**config.mk**
```make
export PLATFORM = sky130hd
export DESIGN_NAME = instr_fetch_unit
export DESIGN_NICKNAME = d
export VERILOG_FILES = /design/src/rtl/instr_fetch_unit_pkg.sv /design/src/rtl/fetch_skid_fifo.sv /design/src/rtl/instr_fetch_unit.sv
export SDC_FILE = /design/constraint.sdc
export NUM_CORES = 1
export LEC_CHECK = 0
export ABC_CLOCK_PERIOD_IN_PS = 2600
export BUFFER_PORTS_ARGS = -buffer_cell sky130_fd_sc_hd__buf_2
export CORE_MARGIN = 5
export CORE_UTILIZATION = 30
export DETAILED_ROUTE_END_ITERATION = 8
export MAX_ROUTING_LAYER = met4
export PLACE_DENSITY = 0.53
export SYNTH_ARGS = -nofsm -noshare
export SYNTH_HDL_FRONTEND = slang
export SYNTH_SLANG_ARGS = --single-unit
```
**constraint.sdc**
```tcl
create_clock -name clk -period 2.6 [get_ports clk]
set_input_delay 0.26 -clock clk [delete_from_list [all_inputs] [get_ports clk]]
set_output_delay 0.26 -clock clk [all_outputs]
set_load 0.05 [all_outputs]
```
**src/rtl/instr_fetch_unit_pkg.sv**
```systemverilog
// Shared types and constants for the instruction fetch unit.
package instr_fetch_unit_pkg;

  localparam int unsigned InstrW   = 32;
  localparam logic [31:0] PcInc    = 32'd4;
  localparam logic [31:0] NopInstr = 32'h0000_0000;

  typedef enum logic [1:0] {
    StRun,
    StFlush,
    StHalt
  } fetch_state_e;

  typedef struct packed {
    logic [31:0]       pc;
    logic [InstrW-1:0] instr;
  } fetch_entry_t;

endpackage

```
**src/rtl/fetch_skid_fifo.sv**
```systemverilog
// Two-entry {pc, instr} skid buffer; entry 0 is the head and is presented directly.
module fetch_skid_fifo
  import instr_fetch_unit_pkg::*;
(
  input  logic         clk,
  input  logic         rst_n,
  input  logic         i_push,
  input  logic         i_pop,
  input  logic         i_clear,
  input  fetch_entry_t i_data,
  output fetch_entry_t o_head,
  output logic [1:0]   o_occ
);

  localparam fetch_entry_t EmptyEntry = '{pc: 32'h0, instr: NopInstr};

  fetch_entry_t r_ent0, r_ent1, w_ent0, w_ent1;
  logic [1:0]   r_occ, w_occ;

  assign o_head = r_ent0;
  assign o_occ  = r_occ;

  always_comb begin
    w_ent0 = r_ent0;
    w_ent1 = r_ent1;
    w_occ  = r_occ;
    // Clear wins over push/pop: the popped entry has already been consumed.
    if (i_clear) begin
      w_occ = 2'd0;
    end else begin
      unique case ({i_push, i_pop})
        2'b10: begin
          if (r_occ == 2'd0) w_ent0 = i_data;
          else               w_ent1 = i_data;
          w_occ = r_occ + 2'd1;
        end
        2'b01: begin
          w_ent0 = r_ent1;
          w_occ  = r_occ - 2'd1;
        end
        2'b11: begin
          if (r_occ == 2'd1) begin
            w_ent0 = i_data;
          end else begin
            w_ent0 = r_ent1;
            w_ent1 = i_data;
          end
        end
        default: ;
      endcase
    end
  end

  always_ff @(posedge clk or negedge rst_n) begin
    if (!rst_n) begin
      r_ent0 <= EmptyEntry;
      r_ent1 <= EmptyEntry;
      r_occ  <= 2'd0;
    end else begin
      r_ent0 <= w_ent0;
      r_ent1 <= w_ent1;
      r_occ  <= w_occ;
    end
  end

endmodule

```
**src/rtl/instr_fetch_unit.sv**
```systemverilog
// Instruction fetch: owns the PC, reads a synchronous imem, and hands words to decode.
module instr_fetch_unit
  import instr_fetch_unit_pkg::*;
#(
  parameter int unsigned ADDR_W   = 10,
  parameter logic [31:0] RESET_PC = 32'h0000_0000
) (
  input  logic              clk,
  input  logic              rst_n,
  output logic              imem_en,
  output logic [ADDR_W-1:0] imem_addr,
  input  logic [31:0]       imem_rdata,
  output logic [31:0]       instr,
  output logic [31:0]       instr_pc,
  output logic              instr_valid,
  input  logic              instr_ready,
  input  logic              redirect,
  input  logic [31:0]       redirect_pc,
  input  logic              halt
);

  fetch_state_e r_state, w_state_next;
  logic [31:0]  r_fetch_pc, w_fetch_pc_next;
  logic [31:0]  r_inflight_pc;
  logic         r_inflight;
  logic [1:0]   w_occ, w_level;
  logic         w_transfer, w_room, w_issue, w_push;
  fetch_entry_t w_head, w_push_data;

  assign instr_valid = (w_occ != 2'd0);
  assign instr       = w_head.instr;
  assign instr_pc    = w_head.pc;
  assign w_transfer  = instr_valid & instr_ready;

  // Occupancy plus outstanding read never exceeds the two buffer slots.
  assign w_level = w_occ + {1'b0, r_inflight};
  assign w_room  = (w_level <= 2'd1) | ((w_level == 2'd2) & w_transfer);
  // Gated by rst_n so the strobe drops the moment reset asserts.
  assign w_issue = rst_n & ~redirect & ~halt & w_room;

  assign imem_en   = w_issue;
  assign imem_addr = r_fetch_pc[ADDR_W+1:2];

  // Data for a read launched before a redirect is stale and never enters the buffer.
  assign w_push      = r_inflight & (r_state != StFlush);
  assign w_push_data = '{pc: r_inflight_pc, instr: imem_rdata};

  always_comb begin
    w_state_next    = StRun;
    w_fetch_pc_next = r_fetch_pc;
    if (redirect)  w_state_next = StFlush;
    else if (halt) w_state_next = StHalt;
    if (redirect) begin
      w_fetch_pc_next = redirect_pc & ~32'h3;
    end else if (w_issue) begin
      w_fetch_pc_next = r_fetch_pc + PcInc;
    end
  end

  always_ff @(posedge clk or negedge rst_n) begin
    if (!rst_n) begin
      r_state       <= StRun;
      r_fetch_pc    <= RESET_PC;
      r_inflight    <= 1'b0;
      r_inflight_pc <= 32'h0;
    end else begin
      r_state    <= w_state_next;
      r_fetch_pc <= w_fetch_pc_next;
      r_inflight <= w_issue;
      if (w_issue) r_inflight_pc <= r_fetch_pc;
    end
  end

  fetch_skid_fifo u_fifo (
    .clk     (clk),
    .rst_n   (rst_n),
    .i_push  (w_push),
    .i_pop   (w_transfer),
    .i_clear (redirect),
    .i_data  (w_push_data),
    .o_head  (w_head),
    .o_occ   (w_occ)
  );

endmodule

```
==> impl_metrics.toml <==
[yosys]
synth_xor_area_share_pct = 3.399
syn_inst = 706
synth_top_family_by_area = "multiplexers"
ys_top_cells_by_count = "dfrtp_1 (190), nand2_1 (103), mux2_2 (95)"
synth_top_area_share_pct = 56.15
synth_cell_type_count = 45
synth_edf_count = 0
ys_warn_count = 0
synth_area_leader_cell = "dfrtp_1"
ys_ff_latch = 190
synthSimpleGateAreaFrac_pct = 9.975
yosysMostFrequentCell = "dfrtp_1"
ys_seq_area_share_pct = 56.15
synth_area_leaders = "dfrtp_1 (56%), mux2_2 (13%), mux2i_1 (7.4%)"
synth.area.mux_share_pct = 20.08
syn-num-nets = 779
async_flop_share_pct = 100.0
synth_fa_ha_area_share_pct = 0.5911
syn_area_mm2 = 0.008467
syn_area_per_cell_um2 = 11.99
synth-main-ff-cell = "dfrtp_1"
synth_compound_area_share_pct = 6.266

[detailed_routing]
wire_per_inst_um = 15.59
dr.pass1.iters = 4
ant_nets = 0
viasPerCell = 4.458
first_iter_violations = 229
wl_um = 19070
vias = 5452
drc = 0

[clock_network]
clk_pin_slew_worst_paths_ns = 0.09
clk_latency_ns = 0.43
cts_sinks = 190
clk_path_buf_depth = 2
root_buffer = "clkbuf_16"
cts_tree = "yes"
h-tree-depth = 4
cts_made_buffers = 17

[outcome]
status = "finished clean"

[global_routing]
grt_pass1_wl_um = 31330
grt_pass1_vias = 5752
grt_max_degree = 153
track_usage_pct = 12.84
antenna_found_initial = 1
grt.overflow.total = 0

[sta]
finalSetupTns_ns = 0
period_share_pct = 94.79
rsz0062_at_grt = "false"
fin_skew_ns = 0.01673
fin_crit_ns = 2.465
setup_viol = 0
hold_violations = 0
slew_headroom_pct = 40.41
timing_worst_slew_pin_value_ns = 0.8939
fmax_ghz = 0.4057
drv_slew = 0
fin_hold_ws_ns = 0.03647

[worst_setup_path]
critPathMaxFanout = 16
endpoint_kind = "primary output"
regToRegSetupSlack_ns = 0.40
worstReg2RegEnd = "r_inflight_pc[10]"
cp_slowest_cell = "dfrtp_2"
cp-endpoint = "imem_en"
cp.required_ns = 2.34
critPathMaxStageDelay_ns = 0.45
reg2reg_from = "r_inflight"
path_cells = "ha_1 > nor3b_4 > o21a_1 > nor2b_4 > buf_12 > buf_6"
startpoint = "r_inflight"
arrival_ns = 2.20
path_class = "reg -> out"
r2r_cells = 6
start_kind = "register"

[cells_and_area]
drive_gt1_share_pct = 36.49
layout.nets = 904
nFillCells = 2783
area_growth_syn_to_layout_pct = 21.23

[power]
power.leakage_nw = 4.668
p_per_area_mw_per_mm2 = 1171
vdd_ir_drop_max_v = 0.0004636

[placed_design]
place_congestion = 0.7626
io_buffers = 142
dp_hpwl_um = 12960

[flow_run]
cap_viol_max_count = 0

[floorplanning]
core-area_mm2 = 0.02786
initial_core_util_pct = 30.39
ioPinCount = 145
num_rows = 61
die_w_um = 178.0
die_h_um = 178.0
dieArea_mm2 = 0.03168

[hold_path]
hold_class = "in -> reg"
registers in the layout, indices dropped and copies added, names as in the netlist:
register and cells:
u_fifo.o_occ 2, r_state 2, u_fifo.o_head 63, u_fifo.r_ent1 62, r_inflight 1, r_fetch_pc 30
r_inflight_pc 30
repair_timing:
item                                   4_1_cts  5_1_grt
pin swaps                                    0        1
buffers inserted                             0        2
cloned                                       1        0
hold buffers                                 1        0
endpoints found under the hold margin       38        0
setup endpoints to repair                    1        1
resized for setup                            2        3
power breakdown:
part / switching [mW] / internal, mW
Clock: 1.30 / 1.40
Combinational: 3.04 / 1.54
Sequential: 0.640 / 4.10
Total: 4.99 / 7.04
cell type report:
class,instances,area (µm²),share of cell area [%]
multi-input cells,459,3451,33.62
clock buffers,17,425.4,4.144
inverters,4,15.01,0.1463
well taps,378,473.0,4.608
diodes,1,2.502,0.02438
repair buffers,159,955.9,9.313
flip-flops and latches,190,4756,46.33
clock inverters,15,186.4,1.816
critical path, delay by kind of cell, from the launching register on:
family                   cells  cell delay [ns]
flip-flops                   1             0.45
adder cells (fa/ha/maj)      1             0.34
AO/OA/AOI/OAI                1             0.19
AND/OR/NAND/NOR              2             0.46
buffers and inverters        2             0.34
kinds of logic (layout without fill, tap and decap cells):
kind of cell	after synthesis	in the layout
buf+inv	57	195
mux	158	158
simple gates	166	166
fa+ha+maj	4	4
compound gates	99	99
flops	190	190
xor+xnor	32	32
other cells	0	1
placed cells by master, fill, tap and decap left out, types with 2 or more instances in the layout:
cell / netlist / final
dfrtp_1: 190 / 189
mux2i_1: 63 / 63
nor2_1: 6 / 6
and4_2: 2 / 2
inv_8: 0 / 5
ha_1: 4 / 4
clkbuf_16: 0 / 17
xnor2_1: 14 / 14
xor2_1: 17 / 17
inv_1: 4 / 4
buf_12: 0 / 6
nor3_1: 5 / 5
nand3_1: 9 / 9
o21ai_0: 85 / 85
nand3_2: 3 / 3
mux2_2: 95 / 95
and2_1: 2 / 2
buf_2: 23 / 140
nand2_1: 103 / 103
inv_6: 0 / 4
or4_4: 2 / 2
nand4_1: 12 / 12
and3_1: 7 / 7
nor4_2: 3 / 3
clkinv_8: 0 / 3
o21ai_1: 5 / 5
buf_4: 11 / 9
through the flow:
| stage | instances | util, % | setup WS (ns) | total power, mW | cell area [µm²] |
|---|---|---|---|---|---|
| global placement | 1186 | 34.37 | 0.3779 | 9.334 | 9574 |
| floorplan | 706 | - | 0.3478 | 8.199 | 8467 |
| global route | 1223 | 36.85 | 0.02979 | 12.83 | 10260 |
| detailed placement | 1186 | 34.37 | 0.3462 | 9.450 | 9574 |
| CTS | 1220 | 36.75 | 0.01261 | 12.23 | 10240 |
| finish | 1223 | 36.85 | 0.1354 | 12.02 | 10260 |
per-layer routing:
| metal | wire (µm) | share of wire, % | vias up | GRT usage (%) |
|---|---|---|---|---|
| met3 | 714 | 3.7 | 16 | 2.437 |
| met2 | 8688 | 46 | 100 | 19.74 |
| li1 | - | - | 2698 | - |
| met1 | 9379 | 49 | 2638 | 17.31 |
| met5 | 0 | 0 | - | - |
| met4 | 284 | 1.5 | 0 | 3.932 |
how the worst min path moves through the flow:
stage / from / to / slack [ns] / depth (start not counted)
2_1_floorplan: rst_n / r_fetch_pc[10] / -0.04 / 0
3_3_place_gp: rst_n / r_inflight_pc[3] / 0.42 / 2
3_5_place_dp: rst_n / r_inflight_pc[3] / 0.42 / 2
4_1_cts: redirect_pc[15] / r_fetch_pc[15] / 0.02 / 3
5_1_grt: redirect_pc[17] / r_fetch_pc[17] / 0.03 / 3
6_report: redirect_pc[26] / r_fetch_pc[26] / 0.04 / 3
Power figures use the tool's default switching activity.
